===== src/rtl/ps2_rx.sv =====
// PS/2 device-to-host receiver: synchronises and filters the pin lines, deserialises
// 11-bit frames and keeps a three-byte history of good scan codes for the translator.
//
// state | meaning
// IDLE  | waiting for a falling edge with data low (start bit)
// RECV  | shifting in data, parity and stop bits; watching the inter-edge timeout
module ps2_rx #(
    parameter int FILTER_LEN     = 8,
    parameter int TIMEOUT_CYCLES = 50000
) (
    input  logic        iCLK,
    input  logic        iRST,
    input  logic        iPS2_CLK,
    input  logic        iPS2_DAT,
    output logic [23:0] oDATA,
    output logic        oVALID,
    output logic        oERR
);

    localparam int TW = $clog2(TIMEOUT_CYCLES);
    localparam logic [TW-1:0] TC_LAST = TW'(TIMEOUT_CYCLES - 1);

    typedef enum logic {IDLE, RECV} state_t;

    logic                  r_clk_s1, r_clk_s2;
    logic                  r_dat_s1, r_dat_s2;
    logic [FILTER_LEN-1:0] r_filt;
    logic                  r_fclk, r_fclk_d;
    state_t                r_state;
    logic [3:0]            r_bitcnt;
    logic [TW-1:0]         r_tcnt;
    logic [7:0]            r_shift;
    logic                  r_par;

    logic          w_fe;
    logic          w_good;
    logic [TW-1:0] w_tcnt_nxt;

    assign w_fe       = r_fclk_d & ~r_fclk;
    assign w_good     = (^{r_shift, r_par}) & r_dat_s2;
    assign w_tcnt_nxt = r_tcnt + TW'(1);

    always_ff @(posedge iCLK) begin
        if (iRST) begin
            r_clk_s1 <= 1'b1;
            r_clk_s2 <= 1'b1;
            r_dat_s1 <= 1'b1;
            r_dat_s2 <= 1'b1;
            r_filt   <= '1;
            r_fclk   <= 1'b1;
            r_fclk_d <= 1'b1;
        end else begin
            r_clk_s1 <= iPS2_CLK;
            r_clk_s2 <= r_clk_s1;
            r_dat_s1 <= iPS2_DAT;
            r_dat_s2 <= r_dat_s1;
            r_filt   <= {r_filt[FILTER_LEN-2:0], r_clk_s2};
            // Filtered clock only moves once every tap agrees; otherwise it holds.
            if (&r_filt)
                r_fclk <= 1'b1;
            else if (~|r_filt)
                r_fclk <= 1'b0;
            r_fclk_d <= r_fclk;
        end
    end

    always_ff @(posedge iCLK) begin
        if (iRST) begin
            r_state  <= IDLE;
            r_bitcnt <= '0;
            r_tcnt   <= '0;
            r_shift  <= '0;
            r_par    <= 1'b0;
            oDATA    <= '0;
            oVALID   <= 1'b0;
            oERR     <= 1'b0;
        end else begin
            oVALID <= 1'b0;
            oERR   <= 1'b0;
            case (r_state)
                IDLE: begin
                    if (w_fe && !r_dat_s2) begin
                        r_state  <= RECV;
                        r_bitcnt <= '0;
                        r_tcnt   <= '0;
                    end
                end
                RECV: begin
                    if (w_fe) begin
                        r_tcnt   <= '0;
                        r_bitcnt <= r_bitcnt + 4'd1;
                        if (r_bitcnt < 4'd8)
                            r_shift <= {r_dat_s2, r_shift[7:1]};
                        else if (r_bitcnt == 4'd8)
                            r_par <= r_dat_s2;
                        else begin
                            r_state <= IDLE;
                            if (w_good) begin
                                oDATA  <= {oDATA[15:0], r_shift};
                                oVALID <= 1'b1;
                            end else
                                oERR <= 1'b1;
                        end
                    end else if (w_tcnt_nxt == TC_LAST) begin
                        // Device stalled mid-frame: drop the partial byte.
                        r_state <= IDLE;
                        r_tcnt  <= '0;
                        oERR    <= 1'b1;
                    end else
                        r_tcnt <= w_tcnt_nxt;
                end
                default: r_state <= IDLE;
            endcase
        end
    end

endmodule


===== config.mk =====
export PLATFORM = sky130hd
export DESIGN_NAME = ps2_rx
export DESIGN_NICKNAME = d
export VERILOG_FILES = /design/src/rtl/ps2_rx.sv
export SDC_FILE = /design/constraint.sdc
export NUM_CORES = 1
export LEC_CHECK = 0
export BUFFER_PORTS_ARGS = -buffer_cell sky130_fd_sc_hd__buf_2
export CAP_MARGIN = 20
export CORE_ASPECT_RATIO = 0.6
export CORE_MARGIN = 1.5
export CORE_UTILIZATION = 55
export DETAILED_ROUTE_END_ITERATION = 12
export GPL_ROUTABILITY_DRIVEN = 0
export PLACE_DENSITY = 0.75
export SYNTH_ARGS = -nofsm -noshare
export SYNTH_HDL_FRONTEND = slang
export SYNTH_SLANG_ARGS = --single-unit
export TNS_END_PERCENT = 30

===== constraint.sdc =====
create_clock -name iCLK -period 4.1 [get_ports iCLK]
set_input_delay 0.205 -clock iCLK [delete_from_list [all_inputs] [get_ports iCLK]]
set_output_delay 0.205 -clock iCLK [all_outputs]
set_load 0.1 [all_outputs]

### After elaboration in Yosys (flattened, before gate mapping)

Index checks and enable logic that the tools add are counted.

| word-level totals | value |
|---|---|
| flip-flop bits (word level) | 70 |
| bits of input ports | 4 |
| output and inout port bits | 26 |

| operators by class | value |
|---|---|
| add/subtract/negate cells | 2 |
| magnitude comparators | 1 |
| equal/unequal tests | 4 |
| multiplexer cells | 19 |
| bitwise logic cells | 7 |
| reduce and logical (&&, ||, !) cells | 12 |

Operator list:

| operator | number |
|---|---|
| 16-bit 2-to-1 mux | 3 |
| 16-bit case mux with 2 select lines | 1 |
| 16-bit by 1-bit adder with 16-bit output (second input constant) | 1 |
| 16-bit == test (second input constant) | 1 |
| 1-bit 2-to-1 mux | 11 |
| 9-bit parity | 1 |
| 4-bit 2-to-1 mux | 2 |
| 4-bit case mux with 2 select lines | 1 |
| 8-bit AND reduction | 1 |
| 8-bit OR reduction | 1 |
| 1-bit NOT | 5 |
| 5-bit AND reduction | 1 |
| 5-bit OR reduction | 1 |
| 4-bit by 1-bit adder with 4-bit output (second input constant) | 1 |
| 4-bit == test (second input constant) | 1 |
| 4-bit < comparator (second input constant) | 1 |
| 4-bit AND reduction | 1 |
| 2-bit OR reduction | 2 |
| 3-bit AND reduction | 1 |
| 1-bit AND | 2 |
| 2-bit by 1-bit != test with 1-bit output (second input constant) | 1 |
| 2-bit != test (second input constant) | 1 |
| 1-bit case mux with 2 select lines | 1 |
| 2-bit AND reduction | 1 |
| other kinds (2) | 2 |

### Longest topological paths before layout

| depth | value |
|---|---|
| depth after elaboration | 6 |
| depth in mapped cells | 10 |
| mapped depth without buffers | 8 |

### Least setup slack after synthesis

Ideal clock, no wire load.

| path | value |
|---|---|
| path kind | flip-flop to flip-flop |
| from | reg r_tcnt[0] |
| to | reg r_tcnt[14] |
| arrival time | 2022 ps |
| path slack | 1956 ps |
| cell stages (with the launch flop) | 11 |
| buffers on the path | 2 |
| cell sequence | dfxtp_1 ha_1 and2_1 clkbuf_1 o31ai_1 a32oi_1 nor4_2 a21bo_1 buf_4 nand3b_1 o21ai_1 |

| on the way | value |
|---|---|
| cells in the longest elaborated chain, start to end | 5 |

Ends and longest elaborated chain:

| item | RTL line | RTL |
|---|---|---|
| start: declaration | 31 | `logic [TW-1:0] r_tcnt;` |
| start signal: assignment | 110 | `r_tcnt <= w_tcnt_nxt;` |
| 16-bit by 1-bit adder with 16-bit output (*) | 41 | `assign w_tcnt_nxt = r_tcnt + TW'(1);` |
| 16-bit == test | 104 | `end else if (w_tcnt_nxt == TC_LAST) begin` |
| 16-bit 2-to-1 mux (*) | 104 |  |
| 16-bit 2-to-1 mux (*) | 89 | `if (w_fe) begin` |
| 16-bit case mux with 2 select lines (*) | 80 | `case (r_state)` |

Mark *: on every way between the ends. The rest lies on a longest branch, timed or not.
A chain may end at the register's enable or synchronous reset.

### Final worst setup path

| path | value |
|---|---|
| from | reg r_tcnt[7] |
| to | reg r_tcnt[15] |

The elaborated chain is that of the path after synthesis.

==> out/results.ini <==
[finish]
multi_input_area_um2 = 1594
drive_above_1_share = 0.1746
n_antenna_cell = 0
fill_cells = 457
fin_cells = 458
regArea_um2 = 1401
nets = 381
areaGrowthSynthToFinish_pct = 11.36

[pwr]
combinationalPowerShare = 0.012
cellLeakagePower_nw = 1.470
p_clk_frac = 0.476
peakVddDrop_mv = 0.2083
seq_power_share = 0.512
p_int_mw = 1.038
pwr_density_cell_nw_per_um2 = 380.6
p_sw_mw = 0.2968
switching_share = 0.2223
p_total_mw = 1.335

[floorplan]
fp.dieW_um = 100.7
die-height_um = 61.62
core_region_area_um2 = 5544
dieArea_um2 = 6204
start_util = 0.5680
pin_count = 30
rows = 21

[global_routing]
antenna_found_initial = 0
grt-ovfl-total = 0
grt_pass1_vias = 2120
grt_pass1_wl_um = 10530
grt_max_degree = 59
track_usage = 0.2267

[yosys]
synth-edff-count = 0
synth_nets = 361
synth_top_area_frac = 0.4450
synthFlopType = dfxtp_1
yosys_warnings = 0
syn_inst = 353
yosysTopAreaCell = dfxtp_1
synth_seq_area_share = 0.4450
postSynthAreaPerCell_um2 = 8.921
syn-cell-area_um2 = 3149
ys_top_cells_by_count = 70 x dfxtp_1, 43 x nand2_1, 43 x nor2_1, 27 x mux2i_1
synth.distinct_cells = 55
yosysMostFrequentCell = dfxtp_1
synth-seq-cells = 70
yosys-top-cells-area = dfxtp_1 44%, mux2i_1 8.6%, nand2_1 5.1%
async_reset_ff_frac = 0

[timing]
maxSlewViolCount = 0
finClkSkew_ns = 0.009682
fin_crit_ns = 2.802
final-hold-violation-count = 0
rsz0062_at_grt = no
finalSetupViolCount = 0
fmax_mhz = 356.9
period_share = 0.6834
finalSetupTns_ns = 0
slew_headroom = 0.5886
tightestPinTransition_ns = 0.6163

[clocking]
htree_num_levels = 3
cts_setup_buffers = 0
ctsHoldBuffers = 0
cts_made_buffers = 9
cts.sinks = 70
cts_resized = 0
cts_max_path_buffers = 2
clk_pin_slew_ns = 0.07
clock_latency_ns = 0.35
cts_tree = built
root_buffer = clkbuf_8

[placement]
dpl.cell_count = 442
numPortBuffers = 29
hpwl_um = 4454

[route]
drc_errors = 0
wl_um = 6700
drtAntennaViolNets = 0
wl_met3_um = 458
num_vias = 2550
wl_met2_um = 2750
drt-initial-drc-count = 200
wl_met1_um = 3442
first_pass_iters = 4
wl_per_cell_um = 14.63
via_per_inst = 5.568
highest_layer = met4

[status]
status = finished, final reports clean

[critical_path]
critPathRequiredTime_ns = 4.34
start_kind = flop
critical_path.max_fanout = 14
crit_type = flop to flop
end_kind = flop
ff2ff_setup_slack_ns = 1.30
cp_data_arrival_time_ns = 3.04

[hold_path]
hold_path_class = primary input to flop

[job]
maxCapViolations = 0

metrics by stage:
step / cell area, um2 / utilization / hold WS (ns) / setup WS (ns)
floorplan: 3149 / - / 0.3088 / 1.956
detailed placement: 3278 / 0.5913 / 0.3935 / 1.355
global route: 3507 / 0.6326 / 0.02958 / 1.051
finish: 3507 / 0.6326 / 0.03990 / 1.298
global placement: 3278 / 0.5913 / 0.3912 / 1.546
CTS: 3507 / 0.6326 / 0.02698 / 1.345
metal layers:
metal | global-route usage | up-vias
met2 | 0.3031 | 80
met4 | 0.07243 | 0
met1 | 0.3322 | 1185
li1 | - | 1281
met3 | 0.08627 | 4
met5 | 0 | -
worst max-delay path, stage by stage (launching register included):
cell and delay [ns]:
dfxtp_1 0.57, nand4_1 0.36, nor4_2 0.47, o211ai_1 0.15, a22oi_1 0.32, a21bo_1 0.48
o22ai_1 0.16, a21o_1 0.20
final timing paths:
path / start / end / cells past startpoint
hold / removal: iPS2_DAT / r_dat_s1$_SDFF_PP1_ / 2
setup / recovery: r_tcnt[7]$_SDFFE_PP0P_ / r_tcnt[15]$_SDFFE_PP0P_ / 7
setup reg to reg: r_tcnt[7]$_SDFFE_PP0P_ / r_tcnt[15]$_SDFFE_PP0P_ / 7
hold reg to reg: r_dat_s1$_SDFF_PP1_ / r_dat_s2$_SDFF_PP1_ / 1
cell type report:
cell class / instances / area share
well taps: 80 / 0.02854
clock buffers: 9 / 0.03532
flip-flops and latches: 70 / 0.3996
repair buffers: 31 / 0.04567
inverters: 6 / 0.006422
multi-input cells: 255 / 0.4545
clock inverters: 7 / 0.02997
logic make-up after synthesis:
| family | after synthesis | synth area share |
|---|---|---|
| mux | 27 | 0.08582 |
| flops | 70 | 0.4450 |
| fa+ha+maj | 4 | 0.01589 |
| simple gates | 151 | 0.2368 |
| xor+xnor | 10 | 0.03218 |
| buf+inv | 28 | 0.04887 |
| compound gates | 63 | 0.1355 |
cell usage in the layout, fill, tap and decap left out, types with 5 or more instances in the layout:
master,count
dfxtp_1,70
nand2_1,43
nor2_1,43
buf_2,29
mux2i_1,27
or2_2,14
o21ai_0,12
a21oi_1,12
nand3_1,11
clkbuf_8,9
o21ai_1,7
inv_1,6
xnor2_1,6
nand2b_1,6
nor3_1,6
o211ai_1,5
power groups by stage:
| stage | logic, mW | clock network [mW] | registers [mW] |
|---|---|---|---|
| finish | 0.0165 | 0.635 | 0.683 |
| global route | 0.0183 | 0.679 | 0.683 |
| CTS | 0.0166 | 0.650 | 0.683 |
| detailed placement | 0.0165 | 0 | 0.699 |
| global placement | 0.0166 | 0 | 0.699 |
| floorplan | 0.0116 | 0 | 0.698 |
state kept, by name (all words and copies together), names as in the netlist:
signal / count
oDATA: 24
r_tcnt: 16
r_filt: 8
r_shift: 8
r_bitcnt: 4
oERR: 1
oVALID: 1
r_clk_s1: 1
r_clk_s2: 1
r_dat_s1: 1
r_dat_s2: 1
r_fclk: 1
r_fclk_d: 1
r_par: 1
r_state: 1
Power figures use the tool's default switching activity.
